===== src/rtl/pipe_exe_pkg.sv =====
// Shared encodings for the ID/EX register, execute stage and iterative mul/div unit.
package pipe_exe_pkg;

  typedef enum logic [3:0] {
    ALUC_ADD = 4'b0000,
    ALUC_SUB = 4'b0100,
    ALUC_AND = 4'b0001,
    ALUC_OR  = 4'b0101,
    ALUC_XOR = 4'b0010,
    ALUC_LUI = 4'b0110,
    ALUC_SLL = 4'b0011,
    ALUC_SRL = 4'b0111,
    ALUC_SRA = 4'b1111,
    ALUC_MUL = 4'b1011,
    ALUC_DIV = 4'b1000
  } aluc_e;

  typedef enum logic [1:0] {
    MD_IDLE = 2'd0,
    MD_RUN  = 2'd1,
    MD_DONE = 2'd2
  } md_state_e;

  localparam logic [4:0] JAL_RN = 5'd31;

endpackage


===== src/rtl/pipe_exe_if.sv =====
// ID -> EX bundle: decoded controls/operands in, EX controls and results back out.
interface pipe_exe_if #(parameter int unsigned WIDTH = 32);
  logic             dwreg, dm2reg, dwmem, djal, dshift, daluimm;
  logic [3:0]       daluc;
  logic [WIDTH-1:0] da, db, dimm, dpc4;
  logic [4:0]       drn;
  logic             ewreg, em2reg, ewmem;
  logic [4:0]       ern;
  logic [WIDTH-1:0] ealu, eb;
  logic             exe_busy;

  modport master (
    output dwreg, dm2reg, dwmem, djal, dshift, daluimm, daluc, da, db, dimm, dpc4, drn,
    input  ewreg, em2reg, ewmem, ern, ealu, eb, exe_busy
  );

  modport slave (
    input  dwreg, dm2reg, dwmem, djal, dshift, daluimm, daluc, da, db, dimm, dpc4, drn,
    output ewreg, em2reg, ewmem, ern, ealu, eb, exe_busy
  );
endinterface


===== src/rtl/pipe_muldiv.sv =====
// Iterative radix-2 signed multiply (shift-add) / divide (restoring), one bit per cycle.
module pipe_muldiv
  import pipe_exe_pkg::*;
#(
  parameter int unsigned WIDTH = 32
) (
  input  logic             clock,
  input  logic             resetn,
  input  logic             start,
  input  logic             op_div,
  input  logic [WIDTH-1:0] a,
  input  logic [WIDTH-1:0] b,
  output logic             busy,
  output logic             done,
  output logic [WIDTH-1:0] result
);
  localparam int unsigned CW = $clog2(WIDTH);

  md_state_e        state, state_n;
  logic [CW-1:0]    count, count_n;
  logic [WIDTH-1:0] acc, acc_n, x, x_n, y, y_n, quot;
  logic             neg, neg_n, is_div, is_div_n;
  logic [WIDTH:0]   r2;
  logic             fits;

  always_ff @(posedge clock or negedge resetn) begin
    if (!resetn) begin
      state  <= MD_IDLE;
      count  <= '0;
      acc    <= '0;
      x      <= '0;
      y      <= '0;
      neg    <= 1'b0;
      is_div <= 1'b0;
    end else begin
      state  <= state_n;
      count  <= count_n;
      acc    <= acc_n;
      x      <= x_n;
      y      <= y_n;
      neg    <= neg_n;
      is_div <= is_div_n;
    end
  end

  // acc: product / partial remainder; x: multiplicand / divisor; y: multiplier / dividend->quotient
  always_comb begin
    state_n  = state;
    count_n  = count;
    acc_n    = acc;
    x_n      = x;
    y_n      = y;
    neg_n    = neg;
    is_div_n = is_div;
    r2       = {acc, y[WIDTH-1]};
    fits     = r2 >= {1'b0, x};
    unique case (state)
      MD_IDLE: begin
        if (start) begin
          state_n  = MD_RUN;
          count_n  = CW'(WIDTH - 1);
          acc_n    = '0;
          x_n      = b[WIDTH-1] ? -b : b;
          y_n      = a[WIDTH-1] ? -a : a;
          neg_n    = a[WIDTH-1] ^ b[WIDTH-1];
          is_div_n = op_div;
        end
      end
      MD_RUN: begin
        if (is_div) begin
          acc_n = fits ? (r2[WIDTH-1:0] - x) : r2[WIDTH-1:0];
          y_n   = {y[WIDTH-2:0], fits};
        end else begin
          if (y[0]) acc_n = acc + x;
          x_n = x << 1;
          y_n = y >> 1;
        end
        if (count == '0) state_n = MD_DONE;
        else             count_n = count - 1'b1;
      end
      MD_DONE: state_n = MD_IDLE;
      default: state_n = MD_IDLE;
    endcase
  end

  assign busy = start && (state != MD_DONE);
  assign done = (state == MD_DONE);
  assign quot = is_div ? y : acc;

  // A zero divisor yields all-ones regardless of the dividend's sign.
  always_comb begin
    if (is_div && x == '0) result = '1;
    else                   result = neg ? -quot : quot;
  end
endmodule


===== src/rtl/pipe_exe_stage.sv =====
// ID/EX pipeline register plus execute stage with iterative signed mul/div.
// MULDIV_FAST_MUL_EN: single-cycle combinational multiply; divide stays iterative.
module pipe_exe_stage
  import pipe_exe_pkg::*;
#(
  parameter int unsigned WIDTH = 32
) (
  input  logic        clock,
  input  logic        resetn,
  pipe_exe_if.slave   ex
);
  logic             wreg_q, m2reg_q, wmem_q, jal_q, shift_q, aluimm_q;
  logic [3:0]       aluc_q;
  logic [WIDTH-1:0] a_q, b_q, imm_q, pc4_q;
  logic [4:0]       rn_q;

  logic             md_op, md_div, md_busy, md_done, ctrl_open;
  logic [WIDTH-1:0] opa, opb, alu, md_result;

  always_ff @(posedge clock or negedge resetn) begin
    if (!resetn) begin
      wreg_q   <= 1'b0;
      m2reg_q  <= 1'b0;
      wmem_q   <= 1'b0;
      jal_q    <= 1'b0;
      shift_q  <= 1'b0;
      aluimm_q <= 1'b0;
      aluc_q   <= '0;
      a_q      <= '0;
      b_q      <= '0;
      imm_q    <= '0;
      pc4_q    <= '0;
      rn_q     <= '0;
    end else if (!md_busy) begin
      wreg_q   <= ex.dwreg;
      m2reg_q  <= ex.dm2reg;
      wmem_q   <= ex.dwmem;
      jal_q    <= ex.djal;
      shift_q  <= ex.dshift;
      aluimm_q <= ex.daluimm;
      aluc_q   <= ex.daluc;
      a_q      <= ex.da;
      b_q      <= ex.db;
      imm_q    <= ex.dimm;
      pc4_q    <= ex.dpc4;
      rn_q     <= ex.drn;
    end
  end

  assign opa    = shift_q ? WIDTH'(imm_q[10:6]) : a_q;
  assign opb    = aluimm_q ? imm_q : b_q;
  assign md_div = (aluc_q == ALUC_DIV);
`ifdef MULDIV_FAST_MUL_EN
  assign md_op  = md_div;
`else
  assign md_op  = md_div || (aluc_q == ALUC_MUL);
`endif

  pipe_muldiv #(.WIDTH(WIDTH)) u_muldiv (
    .clock  (clock),
    .resetn (resetn),
    .start  (md_op),
    .op_div (md_div),
    .a      (opa),
    .b      (opb),
    .busy   (md_busy),
    .done   (md_done),
    .result (md_result)
  );

  always_comb begin
    alu = '0;
    case (aluc_q)
      ALUC_ADD: alu = opa + opb;
      ALUC_SUB: alu = opa - opb;
      ALUC_AND: alu = opa & opb;
      ALUC_OR:  alu = opa | opb;
      ALUC_XOR: alu = opa ^ opb;
      ALUC_LUI: alu = opb << 16;
      ALUC_SLL: alu = opb << opa[4:0];
      ALUC_SRL: alu = opb >> opa[4:0];
      ALUC_SRA: alu = $signed(opb) >>> opa[4:0];
`ifdef MULDIV_FAST_MUL_EN
      ALUC_MUL: alu = opa * opb;
`else
      ALUC_MUL: alu = md_result;
`endif
      ALUC_DIV: alu = md_result;
      default:  alu = '0;
    endcase
  end

  // Write/store controls pass through only once the mul/div result is final.
  assign ctrl_open   = !md_op || md_done;
  assign ex.ewreg    = wreg_q & ctrl_open;
  assign ex.ewmem    = wmem_q & ctrl_open;
  assign ex.em2reg   = m2reg_q;
  assign ex.ern      = jal_q ? JAL_RN : rn_q;
  assign ex.ealu     = jal_q ? (pc4_q + WIDTH'(4)) : alu;
  assign ex.eb       = b_q;
  assign ex.exe_busy = md_busy;
endmodule

===== src/flat_wrapper.sv =====
// flat-port wrapper written by rule: the top's interface ports become plain ports
module pipe_exe_stage_flat import pipe_exe_pkg::*;
#(
  parameter int unsigned WIDTH = 32
)
  (clock, resetn, ex_dwreg, ex_dm2reg, ex_dwmem, ex_djal, ex_dshift, ex_daluimm, ex_daluc, ex_da, ex_db, ex_dimm, ex_dpc4, ex_drn, ex_ewreg, ex_em2reg, ex_ewmem, ex_ern, ex_ealu, ex_eb, ex_exe_busy);
  pipe_exe_if #(.WIDTH(WIDTH)) ex_i ();
  input  logic clock;
  input  logic resetn;
  input wire logic [$bits(ex_i.dwreg)-1:0] ex_dwreg;
  input wire logic [$bits(ex_i.dm2reg)-1:0] ex_dm2reg;
  input wire logic [$bits(ex_i.dwmem)-1:0] ex_dwmem;
  input wire logic [$bits(ex_i.djal)-1:0] ex_djal;
  input wire logic [$bits(ex_i.dshift)-1:0] ex_dshift;
  input wire logic [$bits(ex_i.daluimm)-1:0] ex_daluimm;
  input wire logic [$bits(ex_i.daluc)-1:0] ex_daluc;
  input wire logic [$bits(ex_i.da)-1:0] ex_da;
  input wire logic [$bits(ex_i.db)-1:0] ex_db;
  input wire logic [$bits(ex_i.dimm)-1:0] ex_dimm;
  input wire logic [$bits(ex_i.dpc4)-1:0] ex_dpc4;
  input wire logic [$bits(ex_i.drn)-1:0] ex_drn;
  output wire logic [$bits(ex_i.ewreg)-1:0] ex_ewreg;
  output wire logic [$bits(ex_i.em2reg)-1:0] ex_em2reg;
  output wire logic [$bits(ex_i.ewmem)-1:0] ex_ewmem;
  output wire logic [$bits(ex_i.ern)-1:0] ex_ern;
  output wire logic [$bits(ex_i.ealu)-1:0] ex_ealu;
  output wire logic [$bits(ex_i.eb)-1:0] ex_eb;
  output wire logic [$bits(ex_i.exe_busy)-1:0] ex_exe_busy;
  assign ex_i.dwreg = ex_dwreg;
  assign ex_i.dm2reg = ex_dm2reg;
  assign ex_i.dwmem = ex_dwmem;
  assign ex_i.djal = ex_djal;
  assign ex_i.dshift = ex_dshift;
  assign ex_i.daluimm = ex_daluimm;
  assign ex_i.daluc = ex_daluc;
  assign ex_i.da = ex_da;
  assign ex_i.db = ex_db;
  assign ex_i.dimm = ex_dimm;
  assign ex_i.dpc4 = ex_dpc4;
  assign ex_i.drn = ex_drn;
  assign ex_ewreg = ex_i.ewreg;
  assign ex_em2reg = ex_i.em2reg;
  assign ex_ewmem = ex_i.ewmem;
  assign ex_ern = ex_i.ern;
  assign ex_ealu = ex_i.ealu;
  assign ex_eb = ex_i.eb;
  assign ex_exe_busy = ex_i.exe_busy;
  pipe_exe_stage #(.WIDTH(WIDTH)) u_core (.clock(clock), .resetn(resetn), .ex(ex_i));
endmodule

===== config.mk =====
export PLATFORM = sky130hd
export DESIGN_NAME = pipe_exe_stage_flat
export DESIGN_NICKNAME = d
export VERILOG_FILES = /design/src/rtl/pipe_exe_pkg.sv /design/src/rtl/pipe_exe_if.sv /design/src/rtl/pipe_muldiv.sv /design/src/rtl/pipe_exe_stage.sv /design/src/flat_wrapper.sv
export SDC_FILE = /design/constraint.sdc
export NUM_CORES = 1
export LEC_CHECK = 0
export BUFFER_PORTS_ARGS = -buffer_cell sky130_fd_sc_hd__buf_4
export CAP_MARGIN = 5
export CORE_MARGIN = 1
export CORE_UTILIZATION = 50
export CTS_CLUSTER_DIAMETER = 40
export DETAILED_ROUTE_END_ITERATION = 10
export PLACE_DENSITY_LB_ADDON = 0.12
export RECOVER_POWER = 100
export REMOVE_ABC_BUFFERS = 1
export SLEW_MARGIN = 20
export SYNTH_ARGS = -nofsm -noshare
export SYNTH_HDL_FRONTEND = slang
export SYNTH_SLANG_ARGS = --single-unit

===== constraint.sdc =====
create_clock -name clock -period 8.8 [get_ports clock]
set_input_delay 0.88 -clock clock [delete_from_list [all_inputs] [get_ports clock]]
set_output_delay 0.88 -clock clock [all_outputs]
set_load 0.05 [all_outputs]

==> impl_metrics.env, run 1 <==
export IMPL_outcome="finished, violations left"
export IMPL_failed_checks="max-capacitance violations, max-slew violations"
export IMPL_antenna_found_initial=4
export IMPL_start_kind="flip-flop"
export IMPL_area_delta_synth_final_pct=13.3
export IMPL_drtAntennaViolNets=0
export IMPL_finalHoldViolCount=0
export IMPL_setup_viol_count_final=0
export IMPL_numPortBuffers=217
export IMPL_maxCapViolations=11
export IMPL_grt_max_degree=76
export IMPL_dpl_instance_area_mm2=0.0280
export IMPL_drt_initial_drc_count=3021
export IMPL_grt_pass1_wl_um=164000
export IMPL_async_flop_share_pct=100
export IMPL_drc_errors=0
export IMPL_first_global_vias=26400
export IMPL_synth_yosys_warnings=0
export IMPL_core_area_mm2=0.0512
export IMPL_cts_tree="done"
export IMPL_ios=218
export IMPL_worst_pin_slew_ns=3.67
export IMPL_grt_use_total_pct=41.2
export IMPL_first_pass_iters=6
export IMPL_vias=27700
export IMPL_routedWlPerCell_um=25.7
export IMPL_die_h_um=230
export IMPL_reg2reg_setup_slack_ns=1.66
export IMPL_switchingPower_w=0.00711
export IMPL_synth_commonest_cells="nand2_1, nor2_1, dfrtp_1, a21oi_1, o21ai_0"
export IMPL_routed_wl_um=111000
export IMPL_synth_edf_count=0
export IMPL_hold_ws_ns=0.467
export IMPL_skew_ns=0.0176
export IMPL_rsz0062_at_grt="no"
export IMPL_ys_seq_area_share_pct=24.0
export IMPL_avgSynthCellArea_um2=7.46
export IMPL_synthTopCellsByArea="dfrtp_1, nand2_1, ha_1, mux2i_1, a21oi_1"
export IMPL_viasPerCell=6.44
export IMPL_layout_drive_gt1_share_pct=11.1
export IMPL_yosysMostFrequentCell="nand2_1"
export IMPL_worstSetupEndpointType="output port"
export IMPL_yosysTopAreaCellShare_pct=24.0
export IMPL_grt_ovfl_total=0
export IMPL_p_per_area_mw_per_mm2=446
export IMPL_finalCriticalPeriod_ns=8.03
export IMPL_intPower_w=0.00597
export IMPL_final_max_slew_violation_count=600
export IMPL_criticalPathCategory="flip-flop to output port"
export IMPL_cts_post_setup_buffers_inserted=0
export IMPL_yosys_area_top_type="dfrtp_1"
export IMPL_cts_htree_levels=2
export IMPL_min_path_type="flip-flop to flip-flop"
export IMPL_cp_max_fo=28
export IMPL_start_util_pct=50.6
export IMPL_gp_congestion=1.09
export IMPL_hold_depth=2
export IMPL_clk_pin_slew_ns=0.05
export IMPL_num_nets_final=3902
export IMPL_irDropWorstVdd_mv=0.322
export IMPL_ys_ff_latch=248
export IMPL_netlist_area_mm2=0.0259
export IMPL_combinationalPowerShare_pct=68.8
export IMPL_fin_total_pwr_w=0.0131
export IMPL_swShare_pct=54.4
export IMPL_period_share_pct=91.3
export IMPL_die_area_mm2=0.0527
export IMPL_insertion_delay_ns=0.60
export IMPL_ys_flop_type="dfrtp_1"
export IMPL_row_count=83
export IMPL_p_leak_nw=13.6
export IMPL_reg2reg_depth=8
export IMPL_numClockSinks=248
export IMPL_p_seq_share_pct=17.0
export IMPL_die_w_um=230
export IMPL_synth_cells=3471
export IMPL_cts_buffers=49
export IMPL_fmax_mhz=125
export IMPL_cts_resized=0
export IMPL_required_ns=7.92
export IMPL_final_cell_area_mm2=0.0293
export IMPL_post_synth_num_cell_types=88
export IMPL_arrival_ns=7.15
export IMPL_slew_limit_headroom_pct=-144
export IMPL_ctsHoldBuffers=0
export IMPL_place_hpwl_um=85000
export IMPL_root_buffer="clkbuf_16"
export IMPL_cts_buffer_depth=3
export IMPL_pwr_share_clk_pct=14.2
-- state kept, by name, summed over array words and instances (netlist names) --
| signal | cells |
|---|---|
| u_core.u_muldiv.count | 5 |
| u_core.ex.eb | 32 |
| u_core.rn_q | 5 |
| u_core.jal_q | 1 |
| u_core.aluc_q | 4 |
| u_core.u_muldiv.x | 32 |
| u_core.u_muldiv.is_div | 1 |
| u_core.u_muldiv.acc | 32 |
| u_core.u_muldiv.neg | 1 |
| u_core.wmem_q | 1 |
| u_core.a_q | 32 |
| u_core.shift_q | 1 |
| u_core.pc4_q | 32 |
| u_core.wreg_q | 1 |
| u_core.imm_q | 32 |
| u_core.u_muldiv.y | 32 |
| u_core.aluimm_q | 1 |
| u_core.u_muldiv.state | 2 |
| u_core.ex.em2reg | 1 |
-- kinds of logic after synthesis --
logic type	share of synthesized area (%)
AND/OR/NAND/NOR	22.3
AO/OA/AOI/OAI	23.1
buffers and inverters	5.49
flip-flops	24.0
multiplexers	9.84
XOR/XNOR	7.07
adder cells (fa/ha/maj)	8.21
-- layout by cell type, fill, tap and decap left out, types with 80 or more instances in the layout --
cell,instances
nand2_1,726
nor2_1,253
dfrtp_1,247
a21oi_1,244
o21ai_0,238
buf_4,198
mux2i_1,173
ha_1,165
xnor2_1,139
inv_1,120
nor3_1,83
clkbuf_1,80
-- final timing paths --
path	startpoint	endpoint
max in group asynchronous	resetn	u_core.imm_q[27]
worst min register to register	u_core.wmem_q	u_core.wmem_q
min in group asynchronous	resetn	u_core.u_muldiv.count[4]
worst min-delay path	u_core.wmem_q	u_core.wmem_q
worst max-delay path	u_core.shift_q	ex_ealu[31]
worst max register to register	u_core.aluc_q[2]	u_core.aluimm_q
-- per-layer routing --
layer / vias to the layer above / wire length (µm) / share of wire [%] / track usage [%]
met2: 1601 / 48700 / 44 / 64.5
met3: 320 / 11200 / 10 / 8.28
met5: - / 12 / 0.011 / 0
li1: 12600 / - / - / -
met1: 13200 / 44200 / 40 / 53.5
met4: 2 / 6730 / 6.1 / 21.9
-- through the flow --
step	utilization (%)	std cells	setup TNS, ns	setup slack, ns
6_report	57.3	4309	0	0.769
3_5_place_dp	54.8	4218	0	2.25
2_1_floorplan	-	3264	-7.75	-1.25
5_1_grt	57.3	4308	0	0.598
3_3_place_gp	54.8	4218	0	2.39
4_1_cts	58.0	4308	0	1.61
-- critical path, cell delays in order, from the launching register on --
cell and delay [ns]:
dfrtp_1 0.62, clkbuf_1 1.08, inv_1 0.94, nand2_1 0.50
inv_1 0.13, ha_1 0.41, a21o_1 0.21, a21o_1 0.16
a211o_1 0.34, o2111ai_1 0.35, a21oi_1 0.20, o21ai_0 0.25
nand3_1 0.17, a21oi_1 0.22, xnor2_1 0.08, o311ai_0 0.36
clkbuf_1 0.51
-- power by group through the flow --
stage / registers, W / clock network, W / logic, W
after floorplan: 0.00211 / 0 / 0.00613
after global placement: 0.00219 / 0 / 0.00856
after detailed placement: 0.00221 / 0 / 0.00872
after CTS: 0.00219 / 0.00188 / 0.00880
after global routing: 0.00226 / 0.00193 / 0.00967
final: 0.00222 / 0.00186 / 0.00900
-- cell type report --
cell class	count	area (µm²)
fillers	4865	21900
clock inverters	33	355
well taps	680	851
inverters	141	533
repair buffers	274	1770
diodes	1	2.50
clock buffers	57	1290
multi-input cells	2875	18300
flip-flops and latches	248	6210
No activity file was read; power rests on OpenSTA's default activity.
==> inputs of run 2 (changes only) <==
- BUFFER_PORTS_ARGS: -buffer_cell sky130_fd_sc_hd__buf_4 -> -buffer_cell sky130_fd_sc_hd__buf_2
==> run 2 against run 1 <==
The run still ends with max-capacitance violations, max-slew violations left. Largest cell class unchanged. Combinational power is 2% lower. Highest routed layer is now met4. Via count is 1.5% lower. Critical path type unchanged. Fmax is 0.77% higher.
==> impl_metrics.env, run 2 (same netlist as run 1, synthesis figures left out) <==
export IMPL_final_cell_mix="nand2_1, nor2_1, dfrtp_1, a21oi_1, o21ai_0"
export IMPL_cts_buffers=51
export IMPL_core_area_mm2=0.0512
export IMPL_num_nets_final=3904
export IMPL_ios=218
export IMPL_drtAntennaViolNets=0
export IMPL_setup_slack_ns=0.830
export IMPL_layout_drive_gt1_share_pct=11.5
export IMPL_start_kind="flip-flop"
export IMPL_p_leak_nw=13.6
export IMPL_viasPerCell=6.34
export IMPL_place_hpwl_um=81800
export IMPL_switchingPower_w=0.00699
export IMPL_gp_congestion=1.08
export IMPL_grt_max_degree=83
export IMPL_die_area_mm2=0.0527
export IMPL_maxCapViolations=14
export IMPL_insertion_delay_ns=0.62
export IMPL_cts_htree_levels=2
export IMPL_reg2reg_depth=7
export IMPL_clk_pin_slew_ns=0.05
export IMPL_intPower_w=0.00611
export IMPL_routed_wl_um=107000
export IMPL_worstSetupEndpointType="output port"
export IMPL_drc_errors=0
export IMPL_hold_depth=3
export IMPL_worst_pin_slew_ns=4.67
export IMPL_criticalPathCategory="flip-flop to output port"
export IMPL_required_ns=7.92
export IMPL_first_pass_iters=6
export IMPL_finalHoldViolCount=0
export IMPL_period_share_pct=90.6
export IMPL_fin_total_pwr_w=0.0131
export IMPL_setup_viol_count_final=0
export IMPL_failed_checks="max-capacitance violations, max-slew violations"
export IMPL_grt_pass1_wl_um=161000
export IMPL_die_w_um=230
export IMPL_p_per_area_mw_per_mm2=449
export IMPL_cts_resized=0
export IMPL_dpl_instance_area_mm2=0.0275
export IMPL_start_util_pct=50.6
export IMPL_irDropWorstVdd_mv=0.317
export IMPL_drt_initial_drc_count=2964
export IMPL_combinationalPowerShare_pct=67.5
export IMPL_row_count=83
export IMPL_outcome="finished, violations left"
export IMPL_numClockSinks=248
export IMPL_numPortBuffers=217
export IMPL_pwr_share_clk_pct=15.5
export IMPL_cts_post_setup_buffers_inserted=0
export IMPL_reg2reg_setup_slack_ns=1.91
export IMPL_worstHoldStart="ex_dimm[9]"
export IMPL_final_cell_area_mm2=0.0291
export IMPL_antenna_found_initial=2
export IMPL_hold_ws_ns=0.458
export IMPL_cp_max_fo=60
export IMPL_final_max_slew_violation_count=687
export IMPL_rr_endpoint="u_core.jal_q"
export IMPL_routedWlPerCell_um=24.7
export IMPL_rsz0062_at_grt="no"
export IMPL_hold_end="u_core.imm_q[9]"
export IMPL_pre_cts_slack_ns=1.93
export IMPL_swShare_pct=53.4
export IMPL_finalCriticalPeriod_ns=7.97
export IMPL_arrival_ns=7.09
export IMPL_min_path_type="input pin to flip-flop"
export IMPL_die_h_um=230
export IMPL_ctsHoldBuffers=0
export IMPL_reg2reg_from="u_core.aluc_q[2]"
export IMPL_cts_tree="done"
export IMPL_grt_use_total_pct=39.9
export IMPL_p_seq_share_pct=17.0
export IMPL_first_global_vias=26500
export IMPL_root_buffer="clkbuf_16"
export IMPL_area_delta_synth_final_pct=12.6
export IMPL_layout_commonest_cell="nand2_1"
export IMPL_fmax_mhz=125
export IMPL_skew_ns=0.0344
export IMPL_vias=27300
export IMPL_slew_limit_headroom_pct=-212
export IMPL_cts_buffer_depth=3
export IMPL_grt_ovfl_total=0
[run 2: cell types whose count changed in the layout (fill, tap and decap cells not counted), moves of 3 or more]
cell        change
buf_4         -153
clkinvlp_4      +5
clkbuf_1       -11
bufinv_16       +4
inv_8           -3
buf_2         +160
[run 2: cell type report]
type | count | area [µm²]
Multi-Input combinational cell | 2875 | 18300
Tap cell | 680 | 851
Clock buffer | 59 | 1360
Clock inverter | 36 | 480
Sequential cell | 248 | 6210
Inverter | 141 | 534
Timing Repair Buffer | 274 | 1400
Fill cell | 4865 | 22100
Antenna cell | 1 | 2.50
[run 2: worst max-delay path, stage by stage, from the launching register on]
cell and delay [ns]:
dfrtp_4 0.79, clkbuf_1 2.17, nor4b_1 0.76, nand4_1 0.20, or4_1 0.95, a21oi_1 0.48, a2111oi_0 0.17, o21ai_1 0.21
a22o_1 0.23, clkbuf_1 0.48
[run 2: worst max path at each step]
stage / from / to / cells after the start
finish: u_core.u_muldiv.is_div / ex_ealu[25] / 9
global route: u_core.u_muldiv.is_div / ex_ealu[25] / 9
CTS: u_core.aluimm_q / ex_ealu[28] / 19
detailed placement: u_core.aluimm_q / ex_ealu[28] / 19
global placement: u_core.aluimm_q / ex_ealu[28] / 17
floorplan: u_core.shift_q / ex_ealu[31] / 13
[run 2: power groups by stage]
stage                     sequential, W  clock (W)  combinational (W)
after global routing            0.00227    0.00211            0.00957
after global placement          0.00220          0            0.00840
final                           0.00222    0.00203            0.00885
after floorplan                 0.00211          0            0.00613
after CTS                       0.00220    0.00205            0.00864
after detailed placement        0.00221          0            0.00856
[run 2: metal layers]
layer  GRT usage (%)  wire [µm]
met4            19.8       5610
met3            7.18       9000
met1            50.9      43100
met5               0          0
met2            64.7      48900
[run 2: metrics by stage]
stage | std cells | TNS [ns] | util, %
finish | 4314 | 0 | 56.9
global route | 4313 | 0 | 56.9
CTS | 4313 | 0 | 57.3
detailed placement | 4218 | 0 | 53.7
global placement | 4218 | 0 | 53.7
floorplan | 3264 | -7.75 | -
